==> src/rtl/tile_pkg.sv <==
// ---------------------------------------------------------------------------
// tile_pkg
//   Constants and types shared by the tile instruction fetch scheduler and
//   its round-robin arbiter.
//   - NUM_CORES : cores per tile; also the width of one-hot core selects
//   - ADDR_W    : instruction address width
//   - CHUNK     : instructions per block read (matches the memory block size)
//   - WEB_*     : bit positions inside the memory control word mem_web
//   - state_e   : scheduler FSM states
// ---------------------------------------------------------------------------
package tile_pkg;

  localparam int NUM_CORES = 16;
  localparam int ADDR_W    = 16;
  localparam int CHUNK     = 64;

  // Memory control word bit positions.
  localparam int WEB_HL     = 2;
  localparam int WEB_BLOCK  = 1;
  localparam int WEB_SINGLE = 0;

  typedef enum logic [1:0] {
    IDLE    = 2'd0,
    ISSUE   = 2'd1,
    DELIVER = 2'd2
  } state_e;

endpackage

==> src/rtl/rr_arbiter_16.sv <==
// ---------------------------------------------------------------------------
// rr_arbiter_16
//   Combinational round-robin pick. Returns the first asserted request at or
//   after rr_ptr, wrapping cyclically, so after a wrap the lowest index wins.
//   Ports:
//   - req       : request vector, one bit per core
//   - rr_ptr    : index where the search starts
//   - grant_idx : index of the selected request (0 when none)
//   - found     : at least one request was asserted
//   N must be a power of two: the candidate index wraps by natural overflow.
// ---------------------------------------------------------------------------
module rr_arbiter_16
  import tile_pkg::*;
#(
  parameter int N  = NUM_CORES,
  parameter int IW = $clog2(N)
) (
  input  logic [N-1:0]  req,
  input  logic [IW-1:0] rr_ptr,
  output logic [IW-1:0] grant_idx,
  output logic          found
);

  logic [IW-1:0] cand_idx [N];
  logic [N-1:0]  hit;

  // hit[k] means the core k positions after rr_ptr is requesting.
  for (genvar gi = 0; gi < N; gi++) begin : g_rot
    assign cand_idx[gi] = rr_ptr + IW'(gi);
    assign hit[gi]      = req[cand_idx[gi]];
  end

  // Scan from the furthest offset to the nearest so the nearest hit is the
  // last assignment and therefore wins.
  always_comb begin
    grant_idx = '0;
    found     = 1'b0;
    for (int i = N - 1; i >= 0; i--) begin
      if (hit[i]) begin
        grant_idx = cand_idx[i];
        found     = 1'b1;
      end
    end
  end

endmodule

==> src/rtl/tile_ins_fetch_scheduler.sv <==
// ---------------------------------------------------------------------------
// tile_ins_fetch_scheduler
//   Arbitrates the cores of a tile for block reads from the tile instruction
//   memory. Each core owns a fetch pointer and an inclusive end address; one
//   requesting core is picked round-robin, the memory block-output control is
//   driven for one cycle (ISSUE), and the core is told in the following cycle
//   (DELIVER) that its instruction bus holds the block.
//   Ports:
//   - clk, RST        : clock, asynchronous active-high reset
//   - cfg_we/core/start/end : load a program region for one core
//   - core_req        : per-core level request "ready for next block"
//   - mem_web         : memory control, only the block bit is ever set
//   - mem_start_addr  : block start address
//   - mem_end_addr    : region end address of the granted core
//   - mem_out_flag    : one-hot core select towards the memory
//   - core_valid      : one-cycle pulse, block present on the core's bus
//   - core_done       : sticky, region fully fetched
//   - busy            : FSM is not idle
// ---------------------------------------------------------------------------
module tile_ins_fetch_scheduler #(
  parameter  int NUM_CORES = tile_pkg::NUM_CORES,
  parameter  int ADDR_W    = tile_pkg::ADDR_W,
  parameter  int CHUNK     = tile_pkg::CHUNK,
  localparam int CORE_W    = $clog2(NUM_CORES)
) (
  input  logic                 clk,
  input  logic                 RST,
  input  logic                 cfg_we,
  input  logic [CORE_W-1:0]    cfg_core,
  input  logic [ADDR_W-1:0]    cfg_start,
  input  logic [ADDR_W-1:0]    cfg_end,
  input  logic [NUM_CORES-1:0] core_req,
  output logic [2:0]           mem_web,
  output logic [ADDR_W-1:0]    mem_start_addr,
  output logic [ADDR_W-1:0]    mem_end_addr,
  output logic [NUM_CORES-1:0] mem_out_flag,
  output logic [NUM_CORES-1:0] core_valid,
  output logic [NUM_CORES-1:0] core_done,
  output logic                 busy
);

  tile_pkg::state_e state_q, state_d;

  logic [CORE_W-1:0]    g_q, g_d;
  logic [CORE_W-1:0]    rr_q, rr_d;
  // Set when a cfg write hit the core of the in-flight block before DELIVER;
  // the reloaded pointer must not then be advanced.
  logic                 cfg_hit_q, cfg_hit_d;

  logic [2:0]           web_q, web_d;
  logic [ADDR_W-1:0]    start_q, start_d;
  logic [ADDR_W-1:0]    end_addr_q, end_addr_d;
  logic [NUM_CORES-1:0] flag_q, flag_d;
  logic [NUM_CORES-1:0] valid_q, valid_d;

  // Per-core state gathered for indexed reads.
  logic [ADDR_W:0]      ptr_all [NUM_CORES];
  logic [ADDR_W-1:0]    end_all [NUM_CORES];
  logic [NUM_CORES-1:0] en_all;
  logic [NUM_CORES-1:0] done_all;

  logic [NUM_CORES-1:0] eligible;
  logic [CORE_W-1:0]    arb_idx;
  logic                 arb_found;
  logic                 advance;
  logic [ADDR_W:0]      adv_ptr;

  assign eligible = core_req & en_all & ~done_all;
  assign advance  = (state_q == tile_pkg::DELIVER) && !cfg_hit_q;
  // One extra pointer bit keeps a region ending at the top address from
  // wrapping back to 0 and looking unfinished.
  assign adv_ptr  = ptr_all[g_q] + (ADDR_W + 1)'(CHUNK);

  rr_arbiter_16 #(
    .N  (NUM_CORES),
    .IW (CORE_W)
  ) u_arb (
    .req       (eligible),
    .rr_ptr    (rr_q),
    .grant_idx (arb_idx),
    .found     (arb_found)
  );

  // -------------------------------------------------------------------------
  // Per-core fetch state. A cfg write always wins over the DELIVER advance.
  // -------------------------------------------------------------------------
  for (genvar gi = 0; gi < NUM_CORES; gi++) begin : g_core
    logic [ADDR_W:0]   ptr_q, ptr_d;
    logic [ADDR_W-1:0] end_q, end_d;
    logic              en_q, en_d;
    logic              done_q, done_d;
    logic              cfg_sel;
    logic              adv_sel;

    assign cfg_sel = cfg_we && (cfg_core == CORE_W'(gi));
    assign adv_sel = advance && (g_q == CORE_W'(gi));

    always_comb begin
      ptr_d  = ptr_q;
      end_d  = end_q;
      en_d   = en_q;
      done_d = done_q;
      if (cfg_sel) begin
        ptr_d  = {1'b0, cfg_start};
        end_d  = cfg_end;
        en_d   = 1'b1;
        done_d = (cfg_start > cfg_end);
      end else if (adv_sel) begin
        ptr_d  = adv_ptr;
        done_d = (adv_ptr > {1'b0, end_q});
      end
    end

    always_ff @(posedge clk or posedge RST) begin
      if (RST) begin
        ptr_q  <= '0;
        end_q  <= '0;
        en_q   <= 1'b0;
        done_q <= 1'b0;
      end else begin
        ptr_q  <= ptr_d;
        end_q  <= end_d;
        en_q   <= en_d;
        done_q <= done_d;
      end
    end

    assign ptr_all[gi]  = ptr_q;
    assign end_all[gi]  = end_q;
    assign en_all[gi]   = en_q;
    assign done_all[gi] = done_q;
  end

  // -------------------------------------------------------------------------
  // Scheduler FSM. Outputs are registered, so each value is computed in the
  // cycle before the state in which it must appear.
  // -------------------------------------------------------------------------
  always_comb begin
    state_d    = state_q;
    g_d        = g_q;
    rr_d       = rr_q;
    cfg_hit_d  = 1'b0;
    web_d      = '0;
    flag_d     = '0;
    valid_d    = '0;
    start_d    = start_q;
    end_addr_d = end_addr_q;

    unique case (state_q)
      tile_pkg::IDLE: begin
        if (arb_found) begin
          state_d    = tile_pkg::ISSUE;
          g_d        = arb_idx;
          web_d[tile_pkg::WEB_HL]     = 1'b0;
          web_d[tile_pkg::WEB_BLOCK]  = 1'b1;
          web_d[tile_pkg::WEB_SINGLE] = 1'b0;
          flag_d     = NUM_CORES'(1) << arb_idx;
          start_d    = ptr_all[arb_idx][ADDR_W-1:0];
          end_addr_d = end_all[arb_idx];
          // The address pair is already captured from the old region, so a
          // simultaneous reload of this core must survive the later advance.
          cfg_hit_d  = cfg_we && (cfg_core == arb_idx);
        end
      end
      tile_pkg::ISSUE: begin
        state_d   = tile_pkg::DELIVER;
        valid_d   = NUM_CORES'(1) << g_q;
        cfg_hit_d = cfg_hit_q || (cfg_we && (cfg_core == g_q));
      end
      tile_pkg::DELIVER: begin
        state_d = tile_pkg::IDLE;
        rr_d    = g_q + CORE_W'(1);
      end
      default: begin
        state_d = tile_pkg::IDLE;
      end
    endcase
  end

  always_ff @(posedge clk or posedge RST) begin
    if (RST) begin
      state_q    <= tile_pkg::IDLE;
      g_q        <= '0;
      rr_q       <= '0;
      cfg_hit_q  <= 1'b0;
      web_q      <= '0;
      start_q    <= '0;
      end_addr_q <= '0;
      flag_q     <= '0;
      valid_q    <= '0;
    end else begin
      state_q    <= state_d;
      g_q        <= g_d;
      rr_q       <= rr_d;
      cfg_hit_q  <= cfg_hit_d;
      web_q      <= web_d;
      start_q    <= start_d;
      end_addr_q <= end_addr_d;
      flag_q     <= flag_d;
      valid_q    <= valid_d;
    end
  end

  assign mem_web        = web_q;
  assign mem_start_addr = start_q;
  assign mem_end_addr   = end_addr_q;
  assign mem_out_flag   = flag_q;
  assign core_valid     = valid_q;
  assign core_done      = done_all;
  assign busy           = (state_q != tile_pkg::IDLE);

endmodule
==> config.mk <==
export PLATFORM = sky130hd
export DESIGN_NAME = tile_ins_fetch_scheduler
export DESIGN_NICKNAME = d
export VERILOG_FILES = /design/src/rtl/tile_pkg.sv /design/src/rtl/rr_arbiter_16.sv /design/src/rtl/tile_ins_fetch_scheduler.sv
export SDC_FILE = /design/constraint.sdc
export NUM_CORES = 2
export LEC_CHECK = 0
export BUFFER_PORTS_ARGS = -buffer_cell sky130_fd_sc_hd__buf_2
export CAP_MARGIN = 20
export CORE_ASPECT_RATIO = 0.9
export CORE_UTILIZATION = 40
export CTS_BUF_LIST = sky130_fd_sc_hd__clkbuf_8
export CTS_CLUSTER_SIZE = 8
export DETAILED_ROUTE_END_ITERATION = 10
export REMOVE_ABC_BUFFERS = 1
export SYNTH_ARGS = -nofsm -noshare
export SYNTH_HDL_FRONTEND = slang
export SYNTH_SLANG_ARGS = --single-unit
==> constraint.sdc <==
create_clock -name clk -period 21.7 [get_ports clk]
set_input_delay 3.255 -clock clk [delete_from_list [all_inputs] [get_ports clk]]
set_output_delay 3.255 -clock clk [all_outputs]
set_load 0.005 [all_outputs]
==> run_results.csv <==
group,metric,value,unit
floorplan,floorplan.rows,112,
setup_path,criticalPathCategory,"input port to register",
floorplan,top_level_ports,139,
setup_path,cp-end-kind,"register",
floorplan,die-height,310,µm
clock_network,htree_levels,3,
clock_network,cts_resized,0,
yosys,synth_seq_area_share,37.7,%
yosys,yosysTopAreaCellShare,37.7,%
route,vias,37800,
yosys,synth_async_sr_flop_share,100,%
route,remaining_drc_errors,0,
clock_network,clock_tree.buffer_depth,3,
route,maxUsedRoutingLayer,"met5",
setup_path,cp.required,22.34,ns
route,routed-wl-met2,69800,µm
setup_path,timing.critical_path.arrival,8.74,ns
route,detailedRoute.firstPassIterationCount,6,
route,routed_wirelength,164000,µm
status,outcome,"finished with violations",
clock_network,root_buffer,"sky130_fd_sc_hd__clkbuf_8",
timing,worst_pin_slew,1.51,ns
timing,hold_viol_final,0,
placed_design,hpwlAfterDp,104000,µm
clock_network,cts-buffers-inserted,114,
cells_and_area,final_common_cell,"sky130_fd_sc_hd__nand2_1",
cells_and_area,utilization_of_the_core_after_routing,44.6,%
timing,setup-violations-final,0,
global_route,grt_start_max_net_pins,205,
yosys,synth-edff-count,0,
global_route,grt_remaining_overflow,0,
yosys,seq_cells_post_synth,636,
route,met1_length,71100,µm
route,vias_per_instance,6.06,
timing,totalNegativeSetupSlack,0,ns
timing,fin_crit,8.10,ns
cells_and_area,post_route_cells_drive_above_1_share,12.6,%
setup_path,startpoint_type,"input port",
placed_design,globalplace.congestion,0.971,
setup_path,critPathMaxFanout,83,
placed_design,placement.cell_area,44000,µm²
floorplan,fp.dieW,344,µm
global_route,first_global_vias,35500,
yosys,ys.warnings.count,0,
clock_network,cts.reportedPaths.clkPinSlew,0.06,ns
floorplan,floorplan.initialDensity,40.5,%
status,violations,"max-slew violations",
yosys,synth.lib_cells_used.distinct,80,
global_route,globalRouteTotalUtil,30.6,%
job,cap_viol_max_count,0,
timing,rsz0062_at_grt,"false",
cells_and_area,fin_area,46500,µm²
route,dr.first_iter.drc_count,4570,
route,antenna_violating_nets_post_route,0,
placed_design,pre_cts_ws,12.93,ns
cells_and_area,area_growth_syn_to_layout,10.1,%
placed_design,io_buffer_count,136,
floorplan,core-area,104000,µm²
yosys,mappedNetlistArea,42200,µm²
cells_and_area,finalNetCount,5103,
clock_network,clock_latency,0.82,ns
cells_and_area,final_cell_mix,"862 x sky130_fd_sc_hd__nand2_1, 633 x sky130_fd_sc_hd__o21ai_0, 632 x sky130_fd_sc_hd__dfrtp_1",
clock_network,tritoncts_sink_count,636,
timing,drv_slew,33,
timing,min_period_over_period,37.3,%
yosys,syn-instance-count,4810,
clock_network,cts_hold_buffers,0,
route,routed_length_per_instance,26.3,µm
yosys,synth_ff_type,"sky130_fd_sc_hd__dfrtp_1",
timing,post-route-worst-setup-slack,13.60,ns
cells_and_area,fill_cells,10100,
yosys,syn-mean-instance-area,8.77,µm²
global_route,grt_antenna_before_repair,8,
timing,max_slew_margin,-0.857,%
floorplan,fp.dieArea,107000,µm²
clock_network,post_cts.repair.setup_buffers,0,
route,routed-wl-met3,17100,µm
yosys,post_synth_main_area_contributors,"sky130_fd_sc_hd__dfrtp_1 38%, sky130_fd_sc_hd__ha_1 8.5%, sky130_fd_sc_hd__nand2_1 7.7%",
min_path,worstHoldPathType,"register to register",
global_route,first_pass_grt_wire_length,243000,µm
timing,clock-skew-final,0.0612,ns
yosys,yosys.area.top_type,"sky130_fd_sc_hd__dfrtp_1",
clock_network,cts_tree,"yes",
timing,max_freq,123,MHz
layer usage:
| metal | GRT usage (%) | up-vias |
|---|---|---|
| li1 | - | 16900 |
| met1 | 44.4 | 18500 |
| met2 | 44.7 | 2064 |
| met3 | 6.09 | 326 |
| met4 | 11.0 | 8 |
| met5 | 0.634 | - |
cell families after synthesis:
kind of cell	count (synthesis)	synth area share, %
AND/OR/NAND/NOR	1477	15.6
AO/OA/AOI/OAI	1329	18.9
buffers and inverters	682	6.47
flip-flops	636	37.7
multiplexers	369	12.2
adder cells (fa/ha/maj)	286	8.48
XOR/XNOR	30	0.676
other	1	0.00889
Yosys cell counts (all sizes together), types with 18 or more instances:
master	count
nand3b	19
and2	23
and3	32
dfrtp	636
buf	121
mux2i	232
ha	286
nand3	81
nor2	207
nand2	863
a21o	54
o211ai	22
nor2b	36
inv	289
clkbuf	272
xor2	18
o2111ai	24
nand2b	35
a21oi	278
o21ai	635
mux2	23
o21a	89
a32oi	18
mux4	114
nand4	85
a221o	41
through the flow:
| stage | hold slack, ns | std cells |
|---|---|---|
| 2_1_floorplan | 0.450 | 4418 |
| 6_report | 0.519 | 6232 |
| 3_5_place_dp | 0.498 | 6011 |
| 3_3_place_gp | 0.492 | 6011 |
| 4_1_cts | 0.517 | 6225 |
| 5_1_grt | 0.543 | 6230 |
area by class of cell:
type | instances | area, µm² | area share, %
well taps | 1368 | 1710 | 3.68
multi-input cells | 3493 | 23900 | 51.3
repair buffers | 228 | 1460 | 3.14
clock inverters | 61 | 308 | 0.662
diodes | 4 | 10.0 | 0.0215
flip-flops and latches | 636 | 15900 | 34.3
clock buffers | 153 | 2110 | 4.53
inverters | 289 | 1090 | 2.35
worst max-delay path, stage by stage:
cell,delay (ns)
sky130_fd_sc_hd__buf_2,0.10
sky130_fd_sc_hd__and3b_1,0.18
sky130_fd_sc_hd__a211oi_1,0.28
sky130_fd_sc_hd__a311oi_1,0.09
sky130_fd_sc_hd__nor4_1,0.89
sky130_fd_sc_hd__o211ai_1,0.27
sky130_fd_sc_hd__o32a_1,0.43
sky130_fd_sc_hd__a2111oi_4,0.73
sky130_fd_sc_hd__or2_4,0.77
sky130_fd_sc_hd__buf_4,0.82
sky130_fd_sc_hd__o21ai_0,0.17
sky130_fd_sc_hd__o22a_1,0.23
sky130_fd_sc_hd__a22oi_1,0.26
sky130_fd_sc_hd__nand3_1,0.10
flip-flops by register name (all words and copies together) (netlist names), 16 cells and up:
| register | cells |
|---|---|
| g_core.end_q | 256 |
| mem_start_addr | 16 |
| mem_end_addr | 16 |
| core_valid | 16 |
| g_core.ptr_q | 272 |
| g_core.en_q | 16 |
| g_core.done_q | 16 |
| mem_out_flag | 16 |
worst paths after layout:
kind	cells past startpoint	startpoint	endpoint	slack, ns
min in group asynchronous	2	RST	g_core[3].end_q[12]	2.62
worst min-delay path	1	state_q[1]	state_q[1]	0.52
worst max register to register	15	rr_q[0]	mem_end_addr[10]	13.86
worst min register to register	1	state_q[1]	state_q[1]	0.52
max in group asynchronous	4	RST	g_q[1]	16.57
worst max-delay path	14	core_req[3]	mem_end_addr[10]	13.60
Power is left out: the tool's default activity adds up to more than one toggle a clock period on the data nets, which glitch-free logic cannot reach.
